===== src/rtl/multiplier.sv =====
// Two-stage pipelined unsigned multiplier, y = a * b at full 2*WORD_WIDTH precision.
// Stage 1 sums the low and high halves of the partial products; stage 2 merges them.
module multiplier #(
    parameter int WORD_WIDTH = 8
) (
    input  logic                      clk,
    input  logic                      reset_n,
    input  logic                      in_valid,
    input  logic [WORD_WIDTH-1:0]     a,
    input  logic [WORD_WIDTH-1:0]     b,
    output logic [2*WORD_WIDTH-1:0]   y,
    output logic                      out_valid
);

    localparam int W = WORD_WIDTH;
    localparam int H = W / 2;
    localparam int P = 2 * W;

    logic [P-1:0] lo_sum [0:H];
    logic [P-1:0] hi_sum [0:H];

    logic [P-1:0] plo;
    logic [P-1:0] phi;
    logic         v1;

    assign lo_sum[0] = '0;
    assign hi_sum[0] = '0;

    // hi rows use b[H+i] but are weighted as if b started at bit 0
    for (genvar i = 0; i < H; i++) begin : g_rows
        logic [P-1:0] lo_row;
        logic [P-1:0] hi_row;

        assign lo_row = {{W{1'b0}}, a & {W{b[i]}}} << i;
        assign hi_row = {{W{1'b0}}, a & {W{b[H+i]}}} << i;

        assign lo_sum[i+1] = lo_sum[i] + lo_row;
        assign hi_sum[i+1] = hi_sum[i] + hi_row;
    end

    always_ff @(posedge clk or negedge reset_n) begin
        if (!reset_n) begin
            plo <= '0;
            phi <= '0;
            v1  <= 1'b0;
        end else begin
            v1 <= in_valid;
            if (in_valid) begin
                plo <= lo_sum[H];
                phi <= hi_sum[H];
            end
        end
    end

    always_ff @(posedge clk or negedge reset_n) begin
        if (!reset_n) begin
            y         <= '0;
            out_valid <= 1'b0;
        end else begin
            out_valid <= v1;
            if (v1) begin
                y <= plo + (phi << H);
            end
        end
    end

endmodule


===== config.mk =====
export PLATFORM = sky130hd
export DESIGN_NAME = multiplier
export DESIGN_NICKNAME = d
export VERILOG_FILES = /design/src/rtl/multiplier.sv
export SDC_FILE = /design/constraint.sdc
export NUM_CORES = 1
export LEC_CHECK = 0
export CORE_MARGIN = 1
export CORE_UTILIZATION = 50
export DETAILED_ROUTE_END_ITERATION = 6
export GPL_TIMING_DRIVEN = 0
export MAX_ROUTING_LAYER = met4
export PLACE_DENSITY = 0.71
export SLEW_MARGIN = 20
export SYNTH_ARGS = -nofsm -noshare
export SYNTH_HDL_FRONTEND = slang
export SYNTH_SLANG_ARGS = --single-unit

===== constraint.sdc =====
create_clock -name clk -period 4.34 [get_ports clk]
set_input_delay 1.302 -clock clk [delete_from_list [all_inputs] [get_ports clk]]
set_output_delay 1.302 -clock clk [all_outputs]
set_load 0.01 [all_outputs]

Word-level counts from Yosys, hierarchy flattened
Cells that the tools add are included.

Register bits after elaboration: 46. Input port bits: 19. Output and inout bits: 17. Logic and storage cells: 20.

$add $sub $neg: 7. Bitwise gates (word level): 8.

Operator list (number): $and 8x8->8 (8); $add 11x11->12 (2); $add 10x10->11 (2); $add 8x9->10 (2); $add 16x16->16 (1).

Logic depth before layout (Yosys ltp)
Depth in word-level cells: 4. Gate-level depth with buffers: 11. Depth with buffers taken out: 11.

Worst setup path after synthesis
No wires, ideal clock.

Kind: input to register. Start point: input port a[3]. End point: register plo[11]. Setup time: 136 ps. Arrival: 3932 ps. Required time: 4204 ps. Setup slack: 272 ps. Stages on the path: 10. Buffers on the path: 0. Path through: and2_1 > fa_1 > fa_1 > ha_1 > fa_1 > a211oi_1 > o21ai_0 > o31ai_1 > xor2_1 > a21oi_1.

Longest elaborated chain between the ends: 4. Elaborated cells on any way between the ends: 7. Those cells by class: add/sub: 3; bitwise: 4.

Ends and longest elaborated chain: start, declared (line 9) `input logic [WORD_WIDTH-1:0] a,`; $and 8x8->8 (line 34) `assign lo_row = {{W{1'b0}}, a & {W{b[i]}}} << i;`; $add 8x9->10 (line 37) `assign lo_sum[i+1] = lo_sum[i] + lo_row;`; $add 10x10->11 (line 37); $add 11x11->12 (*) (line 37); end signal, assigned (line 49) `plo <= lo_sum[H];`; end, declared (line 22) `logic [P-1:0] plo;`.

Every way passes the cells marked *; elsewhere a longest branch is shown, timed or not. A chain may end at the register's enable or synchronous reset.

Worst setup path after layout
Start point: input port b[0]. End point: register plo[8].

Longest elaborated chain between the ends: 4.

Ends and longest elaborated chain: start, declared (line 10) `input logic [WORD_WIDTH-1:0] b,`; $and 8x8->8 (line 34); $add 8x9->10 (line 37); $add 10x10->11 (line 37); $add 11x11->12 (line 37).

No other way between the ends.

==> results.md <==
* Routed vias/inst at 5.22
* Inserted Clock Buffers at 5
* R2r endpoint: y[14]$_DFFE_PN0P_
* Crit start category: input port
* Clock-pin slew on the worst setup and hold paths at 0.07 ns
* Starting Density at 52.6%
* Clk Tree Root Cell: clkbuf_8
* Total power at between 1.5 and 2 mW
* Number of fill cells at 613
* Ant. Diodes at 0
* CP Launch Point: b[0]
* Sequential area share after synthesis at 28.9%
* GPL Wtd Cong at 0.857
* Placed cell count at 495
* Power density cells at ~430 nW/um^2
* Post-Route WL at between 6 and 7 mm
* Post-synth EDFFs at 0
* Largest net degree at the start of global routing at 33
* Mapped Area at between 3000 and 4000 sq um
* R2R Path Start: plo[4]$_DFFE_PN0P_
* Hold Violations, Final at 0
* Synthesis-to-layout area growth at 16.7%
* Row Count at 30
* Drt first pass iters at 4
* DIE HEIGHT at approximately 87 um
* Most common flop cell mapped by yosys: dfrtp_1
* Post-synthesis cell type count at 42
* CP Data Arrival Time at 4.39 ns
* CTS tree: built
* Mean Syn Cell Area at approximately 10 sq um
* Initial antenna violation count at 0
* Lkg Pwr at 2.02 nW
* Initial DRC Count at ~130
* Port-buffer cells at 35
* Met1 Wirelength at 3.41 mm
* R2r setup slk at 2.25 ns
* IO Pins at 36
* Gate Count Post-Synth at 363
* DRC at 0
* Post-synth net total at 445
* Tightest Pin Transition at 0.550 ns
* Remaining global-route overflow at 0
* Maximum VDD drop at between 0.15 and 0.2 mV
* Met2 WL post-DR at 3.05 mm
* Routed Antenna Nets at 0
* Met3 wire len at 132 um
* Hold Crit Depth at 0
* Hpwl dp at between 5 and 6 mm
* Clk sinks at 42
* Asr flop ratio synth at between 90% and 100%
* Yosys reg bits at 42
* Hold Crit Class: reg -> reg
* # Max-Cap Violations at 0
* Critical path type: in -> reg
* CP endpoint: plo[8]$_DFFE_PN0P_
* Share of cells above drive strength 1 at about an eighth
* First-pass GRT wire length at 11.7 mm
* Outcome: finished, final reports clean
* WP data required at 4.52 ns
* Wire per inst at 13.3 um
* Clock Path Buffers at 2
* Post-layout minimum cycle time at 4.21 ns
* RSZ-0062 raised after global routing: yes
* Worst Skew at 0.00490 ns
* Worst Path Max Fanout at 8
* YS warnings at 0
* Final Net Count at ~500
* Die width at 87.3 um
* Maximum achievable frequency at 238 MHz
* DR top layer: met4
* Tcrit/Tclk final at 97.0%
* Vias after detailed routing at 2,627
* Placeable Area at a little under 7000 sq um
* Setup-failing EPs final at 0
* Total Routing Usage GR at about 20%
* Slew margin rel. at 63.3%
* Die ar. at 7620 sq um
* Vias in the first global route at 2,552
* Crit path capture type: register
* CTS H-tree depth at 2
* FF-to-FF path depth at 8
* Cts-stage hold buffer count at 0
* Slew Limit Fails at 0
* Skew-Pair Late Insertion Delay at 0.29 ns
* Finished Layout Cells at approximately 500
==> sequential cells by signal (all words and copies together), names as in the netlist <==
signal     count
out_valid      1
phi           12
v1             1
plo           12
y             16
==> report_power, final <==
| part | switching, mW | leakage, nW | internal [mW] | total (mW) |
|---|---|---|---|---|
| sequential | 0.0804 | 0.503 | 0.525 | 0.605 |
| clock | 0.125 | 0.0482 | 0.128 | 0.253 |
| combinational | 0.481 | 1.47 | 0.495 | 0.976 |
| total | 0.687 | 2.02 | 1.15 | 1.83 |
==> worst min path at each step <==
stage / start / endpoint / slack [ns]
after floorplan: v1$_DFF_PN0_ / out_valid$_DFF_PN0_ / 0.35
after global placement: v1$_DFF_PN0_ / out_valid$_DFF_PN0_ / 0.35
after detailed placement: v1$_DFF_PN0_ / out_valid$_DFF_PN0_ / 0.36
after CTS: v1$_DFF_PN0_ / out_valid$_DFF_PN0_ / 0.38
after global routing: v1$_DFF_PN0_ / out_valid$_DFF_PN0_ / 0.38
final: v1$_DFF_PN0_ / out_valid$_DFF_PN0_ / 0.38
==> cells in the mapped netlist (2+ instances only) <==
cell type | instances | share of area [%]
or3_1 | 3 | 0.52
ha_1 | 36 | 12
inv_1 | 44 | 4.5
fa_1 | 27 | 15
mux2_2 | 23 | 7.1
o31ai_1 | 2 | 0.41
clkbuf_1 | 5 | 0.52
o22ai_1 | 2 | 0.34
xor2_1 | 6 | 1.4
o21bai_1 | 2 | 0.41
dfrtp_1 | 42 | 29
o211ai_1 | 7 | 1.4
nand4_1 | 2 | 0.34
a21oi_1 | 17 | 2.3
nand2_1 | 21 | 2.2
o21ai_0 | 17 | 2.3
a21o_1 | 7 | 1.4
nand3_1 | 2 | 0.28
and2_1 | 46 | 7.9
nand2b_1 | 3 | 0.52
nor2_1 | 10 | 1.0
xnor2_1 | 11 | 2.6
a211oi_1 | 8 | 1.7
a31oi_1 | 2 | 0.34
==> critical path, stage by stage <==
cell and delay (ns):
dlygate4sd2_1 0.32, and2_1 0.21, fa_1 0.53, inv_1 0.05, fa_1 0.52, inv_1 0.04, ha_1 0.36, o21ai_0 0.33
o21bai_1 0.11, a21oi_1 0.22, xnor2_1 0.12, mux2_2 0.27
==> layout make-up <==
type / instances / area [sq um] / area share [%]
buffer: 6 / 22.5 / 0.531
clock inverter: 1 / 5.00 / 0.118
inverter: 44 / 165 / 3.89
clock buffer: 7 / 86.3 / 2.04
timing repair buffer: 36 / 350 / 8.26
sequential: 42 / 1050 / 24.8
multi-input combinational: 271 / 2440 / 57.6
tap: 96 / 120 / 2.83
==> routing by layer <==
| layer | up-vias | GRT usage [%] |
|---|---|---|
| met5 | - | - |
| met4 | 0 | 7.00 |
| met3 | 7 | 2.09 |
| met2 | 36 | 31.3 |
| met1 | 1266 | 27.6 |
| li1 | 1318 | - |
==> timing repair <==
| item | in CTS | in global routing |
|---|---|---|
| pin swaps | 3 | 5 |
| buffers inserted | 0 | 0 |
| resized for setup | 20 | 13 |
| setup endpoints to repair | 10 | 5 |
==> cells in the final DEF (no fill, tap or decap), drive strengths merged, types with 3 or more instances in the layout <==
master         synthesis  layout
a31oi                  3       3
ha                    36      36
xor2                   6       6
a21o                   7       7
buf                    1       3
fa                    27      27
xnor2                 11      11
and2                  46      46
nand2                 21      21
dfrtp                 42      42
a21oi                 17      17
nor2                  10      10
a211oi                 8       8
or3                    3       3
clkbuf                 5      14
nand2b                 3       3
o211ai                 7       7
o21ai                 19      19
clkdlybuf4s50          0      20
mux2                  23      23
inv                   44      44
dlygate4sd2            0       9
==> per-stage QoR <==
stage	instance area [sq um]	utilization (%)	setup slack, ns	hold WS [ns]	TNS (ns)
after floorplan	3640	-	0.272	0.352	0
after global placement	4110	59.5	-0.665	0.354	-4.41
after detailed placement	4120	59.7	-0.700	0.359	-4.67
after CTS	4220	61.0	-0.0184	0.376	-0.0184
after global routing	4240	61.4	-0.0136	0.382	-0.0136
final	4240	61.4	0.132	0.377	0
==> kinds of logic after synthesis <==
| kind of cell | after synthesis | share of synthesized area (%) |
|---|---|---|
| and+or+nand+nor | 92 | 13.7 |
| xor gates and xnor gates | 17 | 4.09 |
| muxes | 24 | 7.40 |
| DFF | 42 | 28.9 |
| AOI/OAI and AO/OA | 75 | 13.5 |
| adders and majority gates | 63 | 27.3 |
| buffers and inverters | 50 | 5.16 |
Note: power is estimated with default switching activity, not from simulation.
